`src/rtl/opl2_pkg.sv`:
```
// Shared types and constants for the OPL host bus and register file write path.
package opl2_pkg;

    localparam int REG_FILE_DATA_WIDTH = 8;
    localparam int REG_FILE_ADDR_WIDTH = 8;
    localparam int OPL_BANK_WIDTH      = 1;

    // One register-file write as seen by the synthesis core.
    typedef struct packed {
        logic                           valid;
        logic [OPL_BANK_WIDTH-1:0]      bank;
        logic [REG_FILE_ADDR_WIDTH-1:0] address;
        logic [REG_FILE_DATA_WIDTH-1:0] data;
    } opl_reg_wr_t;

    // One queued host write: port select, bank, and the byte written.
    typedef struct packed {
        logic                           a0;
        logic [OPL_BANK_WIDTH-1:0]      bank;
        logic [REG_FILE_DATA_WIDTH-1:0] data;
    } opl_fifo_entry_t;

    localparam int OPL_FIFO_ENTRY_WIDTH = $bits(opl_fifo_entry_t);

    typedef enum logic [1:0] {
        RET_IDLE = 2'd0,
        RET_POP  = 2'd1,
        RET_WAIT = 2'd2
    } opl_retire_state_t;

    // Counter reload for a wait of N idle cycles. The IDLE cycle between
    // WAIT and the next POP is itself one idle cycle, so the counter only
    // covers N-1 of them; a zero wait still costs one WAIT cycle.
    function automatic int wait_reload(input int wait_cycles);
        return (wait_cycles > 0) ? wait_cycles - 1 : 0;
    endfunction

endpackage

```
`src/rtl/opl_sync_fifo.sv`:
```
// Single-clock FIFO with registered, first-word-available read data.
// Pointers carry one extra bit so full and empty are distinguishable.
module opl_sync_fifo #(
    parameter int DEPTH = 16,
    parameter int WIDTH = 10
) (
    input  logic             clk,
    input  logic             reset,
    input  logic             wr_en,
    input  logic [WIDTH-1:0] wr_data,
    input  logic             rd_en,
    output logic [WIDTH-1:0] rd_data,
    output logic             empty,
    output logic             full
);

    localparam int IDX_W = $clog2(DEPTH);
    localparam int PTR_W = IDX_W + 1;

    logic [PTR_W-1:0] wr_ptr_q, wr_ptr_d;
    logic [PTR_W-1:0] rd_ptr_q, rd_ptr_d;
    logic [WIDTH-1:0] mem_q [DEPTH];
    logic [WIDTH-1:0] mem_d [DEPTH];
    logic [WIDTH-1:0] rd_data_q, rd_data_d;
    logic             wr_ok;
    logic             rd_ok;

    assign empty   = (wr_ptr_q == rd_ptr_q);
    assign full    = (wr_ptr_q[IDX_W-1:0] == rd_ptr_q[IDX_W-1:0]) &&
                     (wr_ptr_q[IDX_W] != rd_ptr_q[IDX_W]);
    assign rd_data = rd_data_q;

    // Pointer advance; a write into a full queue is accepted only alongside a read.
    always_comb begin
        rd_ok    = rd_en && !empty;
        wr_ok    = wr_en && (!full || rd_ok);
        wr_ptr_d = wr_ptr_q + PTR_W'(wr_ok);
        rd_ptr_d = rd_ptr_q + PTR_W'(rd_ok);
    end

    // Storage update and next head word; a write landing on the new head bypasses the array.
    always_comb begin
        mem_d = mem_q;
        if (wr_ok) begin
            mem_d[wr_ptr_q[IDX_W-1:0]] = wr_data;
        end
        if (wr_ok && (wr_ptr_q[IDX_W-1:0] == rd_ptr_d[IDX_W-1:0])) begin
            rd_data_d = wr_data;
        end else begin
            rd_data_d = mem_q[rd_ptr_d[IDX_W-1:0]];
        end
    end

    // Pointer registers.
    always_ff @(posedge clk or posedge reset) begin
        if (reset) begin
            wr_ptr_q <= '0;
            rd_ptr_q <= '0;
        end else begin
            wr_ptr_q <= wr_ptr_d;
            rd_ptr_q <= rd_ptr_d;
        end
    end

    // Storage and head register; contents are don't-care while empty.
    always_ff @(posedge clk) begin
        mem_q     <= mem_d;
        rd_data_q <= rd_data_d;
    end

endmodule

```
`src/rtl/opl_host_bus.sv`:
```
// Host bus front end for an OPL2/OPL3 register file. Host writes are queued
// and retired at chip pace: address-port writes latch the target register,
// data-port writes emit one reg_wr pulse, each followed by a minimum wait.
// Optional build macro OPL_HOST_BUSY_FLAG_EN: dout[0] reports queue/retire
// activity instead of status[0].
module opl_host_bus
    import opl2_pkg::*;
#(
    parameter int ADDR_BITS  = 2,
    parameter int FIFO_DEPTH = 16,
    parameter int ADDR_WAIT  = 4,
    parameter int DATA_WAIT  = 24
) (
    input  logic                           clk,
    input  logic                           reset,
    input  logic                           cs_n,
    input  logic                           rd_n,
    input  logic                           wr_n,
    input  logic [ADDR_BITS-1:0]           address,
    input  logic [REG_FILE_DATA_WIDTH-1:0] din,
    output logic [REG_FILE_DATA_WIDTH-1:0] dout,
    input  logic [REG_FILE_DATA_WIDTH-1:0] status,
    output opl_reg_wr_t                    reg_wr,
    output logic                           overflow
);

    localparam int WAIT_MAX = (ADDR_WAIT > DATA_WAIT) ? ADDR_WAIT : DATA_WAIT;
    localparam int CNT_W    = (WAIT_MAX > 1) ? $clog2(WAIT_MAX) : 1;
    localparam logic [CNT_W-1:0] ADDR_LD = CNT_W'(wait_reload(ADDR_WAIT));
    localparam logic [CNT_W-1:0] DATA_LD = CNT_W'(wait_reload(DATA_WAIT));

    logic                           cs_n_q, cs_n_d;
    logic                           rd_n_q, rd_n_d;
    logic                           wr_n_q, wr_n_d;
    logic [ADDR_BITS-1:0]           address_q, address_d;
    logic [REG_FILE_DATA_WIDTH-1:0] din_q, din_d;
    logic                           ws_prev_q, ws_prev_d;
    logic                           rs_prev_q, rs_prev_d;
    logic                           overflow_q, overflow_d;
    logic [REG_FILE_DATA_WIDTH-1:0] dout_q, dout_d;

    opl_retire_state_t              state_q, state_d;
    logic [CNT_W-1:0]               wait_cnt_q, wait_cnt_d;
    logic [OPL_BANK_WIDTH-1:0]      addr_bank_q, addr_bank_d;
    logic [REG_FILE_ADDR_WIDTH-1:0] addr_reg_q, addr_reg_d;
    opl_reg_wr_t                    reg_wr_q, reg_wr_d;

    logic                             ws, rs, push, pop, status_rd, ovf_set;
    logic [OPL_BANK_WIDTH-1:0]        host_bank;
    opl_fifo_entry_t                  push_entry, head;
    logic [OPL_FIFO_ENTRY_WIDTH-1:0]  fifo_rd_data;
    logic                             fifo_empty, fifo_full;

    // Bank comes from the upper address bits; a single-bank part always uses bank 0.
    generate
        if (ADDR_BITS >= 2) begin : g_bank
            assign host_bank = OPL_BANK_WIDTH'(address_q[ADDR_BITS-1:1]);
        end else begin : g_no_bank
            assign host_bank = '0;
        end
    endgenerate

    assign push_entry = '{a0: address_q[0], bank: host_bank, data: din_q};
    assign head       = opl_fifo_entry_t'(fifo_rd_data);
    assign reg_wr     = reg_wr_q;
    assign overflow   = overflow_q;
    assign dout       = dout_q;

    opl_sync_fifo #(
        .DEPTH (FIFO_DEPTH),
        .WIDTH (OPL_FIFO_ENTRY_WIDTH)
    ) u_fifo (
        .clk     (clk),
        .reset   (reset),
        .wr_en   (push),
        .wr_data (push_entry),
        .rd_en   (pop),
        .rd_data (fifo_rd_data),
        .empty   (fifo_empty),
        .full    (fifo_full)
    );

    // Host strobe decode: one push per write and one clear per status read, on the leading cycle.
    always_comb begin
        cs_n_d    = cs_n;
        rd_n_d    = rd_n;
        wr_n_d    = wr_n;
        address_d = address;
        din_d     = din;
        ws        = !cs_n_q && !wr_n_q;
        rs        = !cs_n_q && !rd_n_q;
        ws_prev_d = ws;
        rs_prev_d = rs;
        push      = ws && !ws_prev_q;
        status_rd = rs && !rs_prev_q && !address_q[0];
        ovf_set   = push && fifo_full && !pop;
        // A drop in the same cycle as a status read keeps the flag set.
        overflow_d = ovf_set ? 1'b1 : (status_rd ? 1'b0 : overflow_q);
    end

    // Status byte, optionally with bit 0 replaced by the busy indication.
    always_comb begin
        dout_d = status;
`ifdef OPL_HOST_BUSY_FLAG_EN
        dout_d[0] = !fifo_empty || (state_q != RET_IDLE);
`endif
    end

    // Retire FSM state register.
    always_ff @(posedge clk or posedge reset) begin
        if (reset) begin
            state_q <= RET_IDLE;
        end else begin
            state_q <= state_d;
        end
    end

    // Retire FSM next state.
    always_comb begin
        state_d = state_q;
        case (state_q)
            RET_IDLE: if (!fifo_empty) state_d = RET_POP;
            RET_POP:  state_d = RET_WAIT;
            RET_WAIT: if (wait_cnt_q == '0) state_d = RET_IDLE;
            default:  state_d = RET_IDLE;
        endcase
    end

    // Retire FSM outputs: the head is consumed on entry to POP so that the
    // registered reg_wr pulse coincides with the POP cycle.
    always_comb begin
        pop         = (state_q == RET_IDLE) && !fifo_empty;
        wait_cnt_d  = (wait_cnt_q != '0) ? wait_cnt_q - CNT_W'(1) : '0;
        addr_bank_d = addr_bank_q;
        addr_reg_d  = addr_reg_q;
        reg_wr_d    = reg_wr_q;
        reg_wr_d.valid = 1'b0;
        if (pop) begin
            if (head.a0) begin
                reg_wr_d.valid   = 1'b1;
                reg_wr_d.bank    = addr_bank_q;
                reg_wr_d.address = addr_reg_q;
                reg_wr_d.data    = head.data;
                wait_cnt_d       = DATA_LD;
            end else begin
                addr_bank_d = head.bank;
                addr_reg_d  = head.data;
                wait_cnt_d  = ADDR_LD;
            end
        end
    end

    // Input capture, edge history, flags and status output.
    always_ff @(posedge clk or posedge reset) begin
        if (reset) begin
            cs_n_q     <= 1'b1;
            rd_n_q     <= 1'b1;
            wr_n_q     <= 1'b1;
            address_q  <= '0;
            din_q      <= '0;
            ws_prev_q  <= 1'b0;
            rs_prev_q  <= 1'b0;
            overflow_q <= 1'b0;
            dout_q     <= '0;
        end else begin
            cs_n_q     <= cs_n_d;
            rd_n_q     <= rd_n_d;
            wr_n_q     <= wr_n_d;
            address_q  <= address_d;
            din_q      <= din_d;
            ws_prev_q  <= ws_prev_d;
            rs_prev_q  <= rs_prev_d;
            overflow_q <= overflow_d;
            dout_q     <= dout_d;
        end
    end

    // Retire datapath registers.
    always_ff @(posedge clk or posedge reset) begin
        if (reset) begin
            wait_cnt_q  <= '0;
            addr_bank_q <= '0;
            addr_reg_q  <= '0;
            reg_wr_q    <= '0;
        end else begin
            wait_cnt_q  <= wait_cnt_d;
            addr_bank_q <= addr_bank_d;
            addr_reg_q  <= addr_reg_d;
            reg_wr_q    <= reg_wr_d;
        end
    end

endmodule

```
`config.mk`:
```
export PLATFORM = sky130hd
export DESIGN_NAME = opl_host_bus
export DESIGN_NICKNAME = d
export VERILOG_FILES = /design/src/rtl/opl2_pkg.sv /design/src/rtl/opl_sync_fifo.sv /design/src/rtl/opl_host_bus.sv
export SDC_FILE = /design/constraint.sdc
export NUM_CORES = 1
export LEC_CHECK = 0
export BUFFER_PORTS_ARGS = -buffer_cell sky130_fd_sc_hd__clkbuf_2
export CAP_MARGIN = 0
export CORE_MARGIN = 5
export CORE_UTILIZATION = 44
export DETAILED_ROUTE_END_ITERATION = 6
export SYNTH_ARGS = -nofsm -noshare
export SYNTH_HDL_FRONTEND = slang
export SYNTH_HIERARCHICAL = 1
export SYNTH_SLANG_ARGS = --single-unit
```
`constraint.sdc`:
```
create_clock -name clk -period 11 [get_ports clk]
set_clock_uncertainty 0.2 [all_clocks]
set_input_delay 2.2 -clock clk [delete_from_list [all_inputs] [get_ports clk]]
set_output_delay 2.2 -clock clk [all_outputs]
set_load 0.05 [all_outputs]
```
==> results.yml, run 1 <==
global_route:
  grt_pass1_vias: 4442
  grt_remaining_overflow: 0
  antenna_found_initial: 0
  grt_max_degree: 46
  grt_use_total: 0.150
  grt_pass1_wl_mm: 27.4
clocking:
  clkLatencyLatePin_ns: 0.52
  h-tree-depth: 1
  cts_buffer_depth: 3
  cts_setup_buffers: 0
  numClockSinks: 238
  cts-root-buf: "clkbuf_16"
  cts_hold_buf: 0
  numCtsBuffers: 25
  cts_tree: "built"
  path_clk_slew_ns: 0.06
  ctsResizeCount: 0
worst_hold_path:
  hp-class: "register to register"
worst_setup_path:
  cp-start-kind: "register"
  end_kind: "register"
  cp_max_fo: 42
  setup.worst_path.class: "register to register"
  cp.required_ns: 11.19
  arrival_ns: 4.58
power:
  leakage_nw: 3.85
  ir_drop_v: 0.000149
  power-per-cell-area_nw_per_um2: 330
timing:
  setup_viol: 0
  post-route-period-util: 0.399
  max_freq_ghz: 0.228
  final-max-slew-violation-count: 0
  rsz0062_at_grt: "false"
  fin_crit_ns: 4.39
  setup_tns_ns: 0
  worstMarginPinSlew_ns: 1.30
  max-slew-margin-rel: 0.132
  hold_viol: 0
  finalHoldWorstSlack_ns: 0.283
placed_design:
  portBuffers: 49
  dp_hpwl_mm: 10.8
  gp_congestion: 0.717
die:
  core_sq_um: 20200
  initial_utilization: 0.446
  rows: 52
  die_w_microns: 153
  die_area_sq_um: 23500
  ioPinCount: 50
  dieHeight_microns: 153
routing:
  vias: 4236
  highest_layer: "met4"
  routedLengthMet1_mm: 8.01
  wl_met3_microns: 682
  dr.pass1.iters: 4
  wirelength_mm: 17.6
  wl_per_cell_microns: 21.9
  vias_per_cell: 5.28
  drt_iter0_drc: 291
  dr_wl_met2_mm: 8.52
  drtAntennaViolNets: 0
  drc: 0
cells_and_area:
  layout.nets: 542
  num_antenna_cells: 0
  syn2layout_area_growth_pct: 15.8
  layout-drive-gt1-share: 0.349
  fillers: 1640
yosys:
  syn_inst: 448
  syn_area_sq_um: 9030
  ys_warn_count: 6
  synth.distinct_cells: 39
  yosysSeqAreaShare: 0.743
  syn_nets: 476
  synth.avg_cell_area_sq_um: 20.2
  synth-seq-cells: 238
flow_run:
  cap_viol_max_count: 0
outcome:
  status: "complete, no violations"
[Yosys cell counts]
| library cell | number | share of area |
|---|---|---|
| nor3_4 | 1 | 0.0018 |
| nand3b_1 | 2 | 0.0017 |
| buf_2 | 8 | 0.0044 |
| buf_12 | 1 | 0.0022 |
| mux4_2 | 40 | 0.10 |
| nor4_4 | 1 | 0.0024 |
| or3b_2 | 1 | 0.00097 |
| ha_1 | 5 | 0.0069 |
| o31ai_1 | 3 | 0.0025 |
| clkbuf_1 | 6 | 0.0025 |
| or2b_1 | 1 | 0.00083 |
| xor2_1 | 4 | 0.0039 |
| xnor2_1 | 13 | 0.013 |
| clkinv_4 | 1 | 0.00097 |
| mux2_4 | 8 | 0.013 |
| dfstp_2 | 3 | 0.0087 |
| or4b_1 | 1 | 0.0011 |
| nor3_1 | 5 | 0.0028 |
| dfxtp_1 | 10 | 0.022 |
| or3_1 | 2 | 0.0014 |
| dfrtp_1 | 65 | 0.18 |
| a32o_1 | 1 | 0.0011 |
| a211oi_1 | 1 | 0.00083 |
| a31o_2 | 1 | 0.00097 |
| o21ai_0 | 3 | 0.0017 |
| buf_6 | 1 | 0.0012 |
| or4_1 | 2 | 0.0017 |
| mux2i_1 | 30 | 0.033 |
| nor2_1 | 16 | 0.0067 |
| nand2b_1 | 3 | 0.0021 |
| mux2_2 | 28 | 0.035 |
| nand3_1 | 6 | 0.0033 |
| nand4_1 | 1 | 0.00069 |
| inv_1 | 8 | 0.0033 |
| edfxtp_1 | 160 | 0.53 |
| nor2b_1 | 1 | 0.00069 |
| nand2_1 | 1 | 0.00042 |
| nor4b_1 | 1 | 0.00097 |
| buf_1 | 3 | 0.0012 |
[cells in the final DEF (no fill, tap or decap), drive strengths merged, types with 3 or more instances in the layout]
| cell | count |
|---|---|
| o31ai | 3 |
| mux2i | 30 |
| clkinv | 9 |
| nand2b | 3 |
| bufinv | 4 |
| mux2 | 36 |
| nand3 | 6 |
| clkbuf | 80 |
| dfrtp | 65 |
| edfxtp | 160 |
| dfxtp | 10 |
| mux4 | 40 |
| buf | 9 |
| nor2 | 16 |
| o21ai | 3 |
| inv | 10 |
| xnor2 | 13 |
| xor2 | 4 |
| nor3 | 6 |
| dfstp | 3 |
| ha | 5 |
[path summary, 6_finish.rpt]
kind | start | to | slack (ns) | cells after the start
min | u_fifo/rd_data[7] | addr_reg_q[7] | 0.28 | 1
max in group asynchronous | reset | reg_wr[3] | 8.28 | 3
max reg2reg | u_fifo/wr_ptr_q[2] | u_fifo/rd_data[7] | 6.61 | 12
max | u_fifo/wr_ptr_q[2] | u_fifo/rd_data[7] | 6.61 | 12
min in group asynchronous | reset | wait_cnt_q[0] | 1.43 | 2
min reg2reg | u_fifo/rd_data[7] | addr_reg_q[7] | 0.28 | 1
[where the power goes]
part / internal [W] / switching (W) / total [W]
clock: 0.000542 / 0.000336 / 0.000878
sequential: 0.00110 / 0.000112 / 0.00121
combinational: 0.000669 / 0.000699 / 0.00137
total: 0.00231 / 0.00115 / 0.00346
[final cells by class]
| type | instances | area, sq um | area share |
|---|---|---|---|
| tap | 270 | 338 | 0.0323 |
| multi-input combinational | 182 | 2190 | 0.209 |
| timing repair buffer | 58 | 313 | 0.0299 |
| sequential | 238 | 6710 | 0.641 |
| clock buffer | 31 | 693 | 0.0663 |
| inverter | 9 | 38.8 | 0.00371 |
| clock inverter | 15 | 181 | 0.0173 |
[cell families (layout without fill, tap and decap cells)]
group                    Yosys count  after routing  synth area share
flip-flops                       238            238             0.743
multiplexers                     106            106             0.181
AND/OR/NAND/NOR                   45             45            0.0294
buffers and inverters             28            113            0.0159
XOR/XNOR                          17             17            0.0165
AO/OA/AOI/OAI                      9              9           0.00707
adder cells (fa/ha/maj)            5              5           0.00693
[registers in the layout (all words and copies together) (netlist names)]
register         flops
u_fifo/mem_q       160
reg_wr              18
u_fifo/rd_data      10
addr_reg_q           8
din_q                8
dout                 8
u_fifo/rd_ptr_q      5
u_fifo/wr_ptr_q      5
wait_cnt_q           5
address_q            2
state_q              2
addr_bank_q          1
cs_n_q               1
overflow             1
rd_n_q               1
rs_prev_q            1
wr_n_q               1
ws_prev_q            1
[metrics by stage]
stage	instances	utilization	instance area, sq um	power [W]	setup slack [ns]
floorplan	448	-	9030	0.00232	7.18
global placement	757	0.474	9590	0.00260	6.62
detailed placement	757	0.474	9590	0.00263	6.52
CTS	803	0.517	10500	0.00351	6.50
global route	803	0.517	10500	0.00364	6.17
finish	803	0.517	10500	0.00346	6.61
[worst max-delay path: stages (launching register included)]
cell and delay [ns]:
dfrtp_1 0.58, xnor2_1 0.17, nand4_1 0.17, nor2_1 0.30, or3_1 0.26, inv_1 0.07
nor2b_1 0.14, ha_2 0.32, buf_4 0.66, xnor2_1 0.19, nand3_1 0.14, nor3_4 0.62
mux2_2 0.43
[routing by layer]
layer	global-route usage	vias up
li1	-	1884
met1	0.218	2241
met2	0.242	81
met3	0.0243	30
met4	0.0344	0
met5	0	-
Note: power is estimated with default switching activity, not from simulation.
==> run 2: changes to the inputs <==
Clock period 11 ns to 3.67 ns, I/O delays scaled along.
==> results.yml, run 2 (synthesized netlist as in run 1, its figures left out) <==
cells_and_area:
  layout_common_cells: "edfxtp_1 (160), dfrtp_1 (65), clkbuf_2 (49), mux4_2 (40), mux2i_1 (30)"
  largest_reg_flops: 160
  num_antenna_cells: 0
  layout-drive-gt1-share: 0.374
  multi_input_area_sq_um: 2190
  syn2layout_area_growth_pct: 18.1
  layout.cells.non_filler: 824
  layout.nets: 563
  fillers: 1614
  top_register: "u_fifo/mem_q"
  final_common_cell: "edfxtp_1"
  final-seq-area_sq_um: 6710
  final_design_area_no_fill_sq_um: 10700
timing:
  post-route-period-util: 0.932
  setup_viol: 0
  rsz0062_at_grt: "false"
  final-max-slew-violation-count: 0
  setup_tns_ns: 0
  worstMarginPinSlew_ns: 0.891
  max_freq_ghz: 0.292
  fin_crit_ns: 3.42
  setup_ws_ns: 0.249
  hold_viol: 0
  max-slew-margin-rel: 0.405
routing:
  vias_per_cell: 5.22
  drtAntennaViolNets: 0
  vias: 4299
  wirelength_mm: 17.1
  wl_per_cell_microns: 20.8
  drt_iter0_drc: 255
  dr.pass1.iters: 4
  drc: 0
placed_design:
  dp_hpwl_mm: 10.9
  placedCellCount: 777
  gp_congestion: 0.749
  portBuffers: 49
  place_worst_setup_slack_ns: 0.172
  placed_area_sq_um: 9790
clocking:
  path_clk_slew_ns: 0.06
  h-tree-depth: 1
  cts_buffer_depth: 3
  cts_tree: "built"
  cts_hold_buf: 0
  numCtsBuffers: 25
  numClockSinks: 238
  clkLatencyLatePin_ns: 0.52
  cts-root-buf: "clkbuf_16"
power:
  leakage_nw: 3.97
  power-per-cell-area_nw_per_um2: 999
  ir_drop_v: 0.000724
global_route:
  grt_remaining_overflow: 0
  grt_pass1_vias: 4633
  grt_pass1_wl_mm: 27.2
  grt_max_degree: 45
  grt_use_total: 0.147
  antenna_found_initial: 0
die:
  dieHeight_microns: 153
  die_area_sq_um: 23500
  ioPinCount: 50
  die_w_microns: 153
  core_sq_um: 20200
  rows: 52
  initial_utilization: 0.446
worst_setup_path:
  setup.worst_path.class: "register to register"
  cp_max_fo: 18
  cp.required_ns: 3.86
  cp-start-kind: "register"
  arrival_ns: 3.61
  end_kind: "register"
flow_run:
  cap_viol_max_count: 0
worst_hold_path:
  hp-class: "input port to asynchronous set/reset pin"
outcome:
  status: "complete, no violations"
==> run 2: what timing repair did <==
action	in CTS	in global routing
setup endpoints to repair	0	4
buffers inserted	0	0
resized for setup	0	3
==> run 2: metal layers <==
metal,vias to the layer above,GRT usage,part of all wire
met4,0,0.0416,0.021
met3,24,0.0314,0.052
li1,1920,-,-
met1,2250,0.202,0.44
met2,105,0.240,0.49
met5,-,0,0
==> run 2: critical path: stages (launching register included) <==
cell     delay [ns]
dfrtp_1        0.42
xnor2_1        0.15
nand4_1        0.13
nor2_1         0.07
or3_4          0.36
inv_1          0.08
nor2b_1        0.15
ha_2           0.20
ha_2           0.32
buf_12         0.19
xnor2_1        0.14
nand3_1        0.13
nor3_4         0.16
buf_4          0.24
mux2_2         0.37
==> run 2: power breakdown <==
group,internal (W),switching [W]
Combinational,0.00230,0.00223
Clock,0.00156,0.00100
Sequential,0.00329,0.000277
Total,0.00715,0.00351
==> run 2: stage by stage <==
step | power (W) | utilization | hold slack (ns)
floorplan | 0.00697 | - | 0.239
global placement | 0.00801 | 0.484 | 0.265
detailed placement | 0.00809 | 0.484 | 0.279
CTS | 0.0107 | 0.525 | 0.0120
global route | 0.0113 | 0.527 | 0.0434
finish | 0.0107 | 0.527 | 0.0167
==> run 2: worst paths after layout <==
kind / from / endpoint / slack [ns] / cells past startpoint
min reg2reg: wr_n_q / ws_prev_q / 0.29 / 1
max reg2reg: u_fifo/rd_ptr_q[2] / u_fifo/rd_data[7] / 0.25 / 14
max: u_fifo/rd_ptr_q[2] / u_fifo/rd_data[7] / 0.25 / 14
min: reset / u_fifo/rd_ptr_q[2] / 0.02 / 2
max in group asynchronous: reset / din_q[6] / 2.28 / 3
min in group clk: cs_n / cs_n_q / 0.11 / 1
==> run 2: cell type report <==
type / instances / share of cell area
Inverter: 9 / 0.00364
Multi-Input combinational cell: 182 / 0.206
Clock inverter: 16 / 0.0177
Clock buffer: 30 / 0.0613
Sequential cell: 238 / 0.629
Tap cell: 270 / 0.0317
Timing Repair Buffer: 79 / 0.0508
